### src/rtl/ysyx_22040088_ifu.sv
// Instruction fetch unit: owns the PC, issues one outstanding imem request at a time,
// and buffers a single fetched instruction for decode.
module ysyx_22040088_ifu #(
    parameter logic [63:0] RESET_PC = 64'h0000_0000_8000_0000,
    parameter logic [31:0] NOP_INST = 32'h0000_0013
) (
    input  logic        clk,
    input  logic        rst,
    output logic        imem_req_valid,
    input  logic        imem_req_ready,
    output logic [63:0] imem_req_addr,
    input  logic        imem_resp_valid,
    input  logic [31:0] imem_resp_data,
    input  logic        imem_resp_err,
    output logic        if_valid,
    input  logic        if_ready,
    output logic [63:0] if_pc,
    output logic [31:0] if_inst,
    output logic        if_fault,
    input  logic        redirect_valid,
    input  logic [63:0] redirect_pc,
    input  logic        halt
);

    typedef enum logic [2:0] {
        S_BOOT,
        S_REQ,
        S_WAIT,
        S_HOLD,
        S_HALTED
    } state_t;

    state_t      r_state, w_state_nxt;
    logic [63:0] r_pc, w_pc_nxt;
    logic [63:0] r_req_addr, w_req_addr_nxt;
    logic [63:0] r_buf_pc, w_buf_pc_nxt;
    logic [31:0] r_buf_inst, w_buf_inst_nxt;
    logic        r_buf_fault, w_buf_fault_nxt;
    logic        r_kill, w_kill_nxt;
    logic        r_req_valid, r_if_valid;
    logic [63:0] w_redir_pc;
    logic        w_unused;

    assign w_redir_pc = {redirect_pc[63:2], 2'b00};
    assign w_unused   = ^redirect_pc[1:0];

    // r_req_addr is the address on the bus; r_pc may move ahead of it on a redirect
    // while the old request is still pending.
    always_comb begin
        w_state_nxt     = r_state;
        w_pc_nxt        = r_pc;
        w_req_addr_nxt  = r_req_addr;
        w_buf_pc_nxt    = r_buf_pc;
        w_buf_inst_nxt  = r_buf_inst;
        w_buf_fault_nxt = r_buf_fault;
        w_kill_nxt      = r_kill;
        case (r_state)
            S_BOOT: begin
                w_state_nxt    = S_REQ;
                w_req_addr_nxt = r_pc;
            end
            S_REQ: begin
                if (redirect_valid) begin
                    w_pc_nxt   = w_redir_pc;
                    w_kill_nxt = 1'b1;
                end
                if (imem_req_ready) w_state_nxt = S_WAIT;
            end
            S_WAIT: begin
                if (imem_resp_valid) begin
                    w_kill_nxt = 1'b0;
                    if (r_kill || redirect_valid) begin
                        w_state_nxt    = S_REQ;
                        w_pc_nxt       = redirect_valid ? w_redir_pc : r_pc;
                        w_req_addr_nxt = w_pc_nxt;
                    end else begin
                        w_state_nxt     = S_HOLD;
                        w_buf_pc_nxt    = r_req_addr;
                        w_buf_inst_nxt  = imem_resp_err ? NOP_INST : imem_resp_data;
                        w_buf_fault_nxt = imem_resp_err;
                    end
                end else if (redirect_valid) begin
                    w_pc_nxt   = w_redir_pc;
                    w_kill_nxt = 1'b1;
                end
            end
            S_HOLD: begin
                if (if_ready && (halt || r_buf_fault)) begin
                    w_state_nxt = S_HALTED;
                    w_kill_nxt  = 1'b0;
                end else if (redirect_valid) begin
                    w_state_nxt    = S_REQ;
                    w_pc_nxt       = w_redir_pc;
                    w_req_addr_nxt = w_redir_pc;
                end else if (if_ready) begin
                    w_state_nxt    = S_REQ;
                    w_pc_nxt       = r_buf_pc + 64'd4;
                    w_req_addr_nxt = w_pc_nxt;
                end
            end
            S_HALTED: w_state_nxt = S_HALTED;
            default:  w_state_nxt = S_BOOT;
        endcase
    end

    always_ff @(posedge clk or negedge rst) begin
        if (!rst) begin
            r_state     <= S_BOOT;
            r_pc        <= RESET_PC;
            r_req_addr  <= RESET_PC;
            r_buf_pc    <= '0;
            r_buf_inst  <= '0;
            r_buf_fault <= 1'b0;
            r_kill      <= 1'b0;
            r_req_valid <= 1'b0;
            r_if_valid  <= 1'b0;
        end else begin
            r_state     <= w_state_nxt;
            r_pc        <= w_pc_nxt;
            r_req_addr  <= w_req_addr_nxt;
            r_buf_pc    <= w_buf_pc_nxt;
            r_buf_inst  <= w_buf_inst_nxt;
            r_buf_fault <= w_buf_fault_nxt;
            r_kill      <= w_kill_nxt;
            r_req_valid <= (w_state_nxt == S_REQ);
            r_if_valid  <= (w_state_nxt == S_HOLD);
        end
    end

    assign imem_req_valid = r_req_valid;
    assign imem_req_addr  = r_req_addr;
    assign if_valid       = r_if_valid;
    assign if_pc          = r_buf_pc;
    assign if_inst        = r_buf_inst;
    assign if_fault       = r_buf_fault;

endmodule

### config.mk
export PLATFORM = sky130hd
export DESIGN_NAME = ysyx_22040088_ifu
export DESIGN_NICKNAME = d
export VERILOG_FILES = /design/src/rtl/ysyx_22040088_ifu.sv
export SDC_FILE = /design/constraint.sdc
export NUM_CORES = 1
export LEC_CHECK = 0
export CORE_AREA = 2 2 165 167
export CTS_CLUSTER_SIZE = 16
export DETAILED_ROUTE_END_ITERATION = 10
export DIE_AREA = 0 0 167 169
export GPL_ROUTABILITY_DRIVEN = 0
export PLACE_DENSITY = 0.76
export SETUP_SLACK_MARGIN = 0.05
export SYNTH_ARGS = -nofsm -noshare
export SYNTH_HDL_FRONTEND = slang
export SYNTH_SLANG_ARGS = --single-unit
### constraint.sdc
create_clock -name clk -period 2.7 [get_ports clk]
set_input_delay 0.54 -clock clk [delete_from_list [all_inputs] [get_ports clk]]
set_output_delay 0.54 -clock clk [all_outputs]
set_load 0.1 [all_outputs]
* After elaboration in Yosys (flattened, before gate mapping)
Index checks and enable logic that the tools add are counted.
** Operators by class
- Eq/ne operators :: 12
- Add/subtract/negate cells :: 1
- Bitwise gates (word level) :: 1
- Mux-type cells :: 21
- Reduce and logical (&&, ||, !) cells :: 10
** Operators with widths (count)
- 64-bit 2-to-1 mux :: 7
- 64-bit case mux with 3 select lines :: 2
- 64-bit by 3-bit adder with 64-bit output, second input constant :: 1
- 32-bit 2-to-1 mux :: 1
- 3-bit 2-to-1 mux :: 5
- 3-bit case mux with 5 select lines :: 1
- 3-bit by 2-bit equality test with 1-bit output, second input constant :: 3
- 2-bit inequality test, second input constant :: 4
- 3-bit by 1-bit equality test with 1-bit output, second input constant :: 2
- 3-bit inequality test, second input constant :: 2
- 3-bit nonzero test :: 2
- 5-bit AND reduction :: 1
- 4-bit AND reduction :: 1
- 3-bit equality test, second input constant :: 1
- 3-bit logical NOT :: 1
- 1-bit 2-to-1 mux :: 3
- 1-bit case mux with 3 select lines :: 1
- 3-bit AND reduction :: 1
- 1-bit logical OR :: 2
- 2-bit 2-to-1 mux :: 1
- 2-bit AND reduction :: 1
- 1-bit logical AND :: 1
- 1-bit inverter :: 1
** Word-level totals
- Register bits after elaboration :: 231
- Logic and storage cells :: 54

* Longest topological paths before layout
- Word-level depth :: 5
- Mapped depth :: 10
- Mapped depth without buffers :: 7

* Worst setup path before layout
OpenSTA, ideal clock, no wires.
- Path kind :: register -> register
- Start :: reg r_buf_pc[2] (netlist: if_pc[2])
- End :: reg r_req_addr[56] (netlist: imem_req_addr[56])
- Setup time :: 0.130 ns
- Arrival :: 3.205 ns
- Path buffers :: 1
- Data required time :: 2.570 ns
- Cell stages (with the launch flop) :: 9
- Slack :: -0.635 ns
- Cell sequence :: dfrtp_1 ha_1 nand4_1 or4_4 or4_1 buf_2 o21a_1 a2111oi_2 o21ai_1
** On the way
- Cells in the longest elaborated chain, start to end :: 5
** Ends and longest elaborated chain
- from (decl) :: line 36 : logic [63:0] r_buf_pc, w_buf_pc_nxt;
- from (signal assigned) :: line 121 : r_buf_pc <= w_buf_pc_nxt;
- 64-bit by 3-bit adder with 64-bit output :: line 97 : w_pc_nxt = r_buf_pc + 64'd4;
- 64-bit 2-to-1 mux :: line 95 : end else if (if_ready) begin
- 64-bit 2-to-1 mux :: line 91 : end else if (redirect_valid) begin
- 64-bit 2-to-1 mux :: line 88 : if (if_ready && (halt || r_buf_fault)) begin
- 64-bit case mux with 3 select lines :: line 57 : case (r_state)
- to (signal assigned) :: line 120 : r_req_addr <= w_req_addr_nxt;
- to (decl) :: line 35 : logic [63:0] r_req_addr, w_req_addr_nxt;
Every way passes these cells. The select of a mux whose other input is x is not followed.
A chain may end at the register's enable or synchronous reset.

* Worst setup path after layout
- Start :: reg r_buf_pc[19] (netlist: if_pc[19])
- End :: reg r_req_addr[41] (netlist: imem_req_addr[41])
Same word-level chain as after synthesis.

==> impl_metrics.py <==
metrics = {
    "run_status": {
        "status": "complete, no violations",
    },
    "critical_path": {
        "required_ps": 3110,
        "crit_type": "register to register",
        "critPathLaunchType": "register",
        "crit_fanout": 7,
        "cp-end-kind": "register",
        "arrival_ps": 2960,
    },
    "global_route": {
        "globalRouteOverflowTotal": 0,
        "grt_usage_pct": 29.17,
        "grt_max_degree": 86,
        "antenna_found_initial": 1,
        "grt_pass1_vias": 11950,
        "grt_pass1_wl_um": 66000,
    },
    "floorplanning": {
        "die_h_um": 169,
        "die-area_sq_mm": 0.02822,
        "die_w_um": 167,
        "initial_utilization_pct": 45.18,
        "rows": 60,
        "core-area_sq_mm": 0.02650,
        "num_io_pins": 267,
    },
    "timing": {
        "rsz0062_at_grt": "yes",
        "finalWorstSetupSlack_ps": 150.1,
        "timing.setup.tns_ps": 0,
        "timing.final.crit_share_pct": 94.44,
        "finalMaxSlewViolations": 0,
        "relSlewSlack_pct": 30.69,
        "setup_viol": 0,
        "worst_pin_slew_ps": 1039,
        "finalCriticalPeriod_ps": 2550,
        "fmax_ghz": 0.3922,
        "fin_worst_skew_ps": 15.16,
        "hold_violations": 0,
    },
    "logic_synthesis": {
        "synth_flop_cell": "dfrtp_1",
        "synth_edf_count": 0,
        "synth_warnings": 0,
        "ys_seq_area_share_pct": 48.30,
        "synth.distinct_cells": 56,
        "syn_avg_cell_area_sq_um": 9.362,
        "async_flop_share_pct": 100.0,
        "yosys_register_bits": 231,
        "synth.net_count": 1384,
        "netlist_area_sq_mm": 0.01197,
        "synthCells": 1279,
    },
    "clock_tree": {
        "root_buffer": "clkbuf_16",
        "cts.clk_slew.worst_paths_ps": 60,
        "cts_tree": "yes",
        "cts_htree_levels": 1,
        "cts_inserted_buffers": 26,
        "clkSinkCount": 231,
        "clock_latency_ps": 530,
        "cts_buffer_depth": 3,
    },
    "place": {
        "dp_hpwl_um": 29430,
        "dpl_worst_slack_ps": 80.11,
        "numPortBuffers": 264,
    },
    "detailed_routing": {
        "remaining_drc_errors": 0,
        "num_vias": 12040,
        "via_per_inst": 6.294,
        "ant_nets": 0,
        "drt-initial-drc-count": 1451,
        "wl_um": 42180,
        "drtPass1Iterations": 5,
        "wl_per_cell_um": 22.05,
    },
    "final_layout": {
        "drive_above_1_share_pct": 27.05,
        "syn2layout_area_growth_pct": 34.41,
        "final_core_util_pct": 60.73,
        "final_nets": 1657,
    },
    "flow_run": {
        "maxCapViolCount": 0,
    },
    "worst_hold_path": {
        "holdCritPathClass": "register to register",
    },
}
layout make-up:
type                       instances  area, sq um
fill                            2209        10410
sequential                       231         5877
multi-input combinational        937         5828
timing repair buffer             348         3005
clock buffer                      40        814.5
tap                              341        426.7
clock inverter                     7        110.1
inverter                           8        30.03
antenna                            1        2.502
timing repair:
action | CTS | global route
endpoints found under the hold margin | 55 | 0
hold buffers | 1 | 0
resized for setup | 0 | 3
endpoints found under the setup margin | 0 | 22
buffers inserted | 0 | 1
per-layer routing:
metal  up-vias  routed length [um]  GRT usage [%]
met5         -                   0              0
met4         0                1774          13.34
met3       140                4633          4.933
met2       805               19090          45.48
met1      5821               16680          40.05
li1       5274                   -              -
state kept, by name, summed over array words and instances (netlist names):
name	cells
r_state	3
imem_req_addr	64
r_pc	64
if_fault	1
r_kill	1
if_valid	1
if_inst	32
if_pc	64
imem_req_valid	1
final timing paths:
| check | startpoint | to | slack (ps) | cells past startpoint |
|---|---|---|---|---|
| max | if_pc[19]$_DFFE_PN0P_ | imem_req_addr[41]$_DFFE_PN0P_ | 150 | 6 |
| min | if_inst[23]$_DFFE_PN0P_ | if_inst[23]$_DFFE_PN0P_ | 480 | 2 |
| max reg2reg | if_pc[19]$_DFFE_PN0P_ | imem_req_addr[41]$_DFFE_PN0P_ | 150 | 6 |
| min reg2reg | if_inst[23]$_DFFE_PN0P_ | if_inst[23]$_DFFE_PN0P_ | 480 | 2 |
| max in group asynchronous | rst | if_pc[46]$_DFFE_PN0P_ | 1360 | 3 |
| min in group asynchronous | rst | if_inst[1]$_DFFE_PN0P_ | 530 | 2 |
placed cells by master (no fill, tap or decap), types with 37 or more instances in the layout:
cell and n:
dfrtp_1 178, buf_4 235, nand2b_1 37, nand3_1 43
mux2_2 66, o21ai_0 102, nor2_1 83, o22ai_1 61
a21oi_1 80, clkdlybuf4s50_1 99, nand2_1 141, dfrtp_2 39
worst max-delay path: stages (launching register included):
cell and delay, ps:
dfrtp_2 480, nand3_1 230, or4_1 700, nor4bb_1 400
xnor2_1 190, o21ai_0 110, a221o_1 320
synthesized netlist by cell type, drive strengths merged (2+ instances only):
cell / instances / share of area (%)
a2111oi: 2 / 0.20
a211o: 2 / 0.15
a211oi: 4 / 0.25
a21o: 4 / 0.25
a21oi: 80 / 3.3
a221o: 8 / 0.67
a221oi: 25 / 1.8
a222oi: 3 / 0.25
a22o: 4 / 0.29
a22oi: 17 / 1.1
a2bb2oi: 6 / 0.44
a31oi: 11 / 0.57
and2: 4 / 0.21
and3: 14 / 0.73
and4: 14 / 1.0
buf: 12 / 0.41
clkbuf: 91 / 2.9
dfrtp: 229 / 48
dfstp: 2 / 0.44
inv: 7 / 0.22
mux2: 66 / 6.2
mux2i: 4 / 0.33
nand2: 141 / 4.4
nand2b: 37 / 1.9
nand3: 43 / 1.8
nand4: 25 / 1.4
nor2: 84 / 2.6
nor2b: 2 / 0.10
nor3: 29 / 1.2
nor4: 21 / 1.1
o211a: 2 / 0.17
o211ai: 15 / 0.94
o21a: 16 / 1.0
o21ai: 110 / 4.6
o221ai: 12 / 0.88
o22ai: 61 / 3.2
o31a: 3 / 0.22
o31ai: 4 / 0.25
or2: 2 / 0.10
or3: 3 / 0.16
or4: 6 / 0.41
xnor2: 29 / 2.1
xor2: 18 / 1.3
logic make-up after synthesis:
group,Yosys count,share of synthesized area (%)
buffers and inverters,111,3.511
and+or+nand+nor,429,17.48
DFF,231,48.30
muxes,70,6.541
xor gates and xnor gates,47,3.438
adders and majority gates,1,0.1045
AOI/OAI and AO/OA,390,20.63
stage by stage:
step | area, sq um | cells | hold WS [ps]
floorplan | 12090 | 1279 | 244.4
global placement | 15140 | 1863 | 456.9
detailed placement | 15140 | 1863 | 462.6
CTS | 16070 | 1911 | 484.7
global route | 16090 | 1913 | 522.8
finish | 16090 | 1913 | 482.9
Power is not shown: default switching activity piles up to over one toggle a cycle in this logic, so the estimate is an artifact.
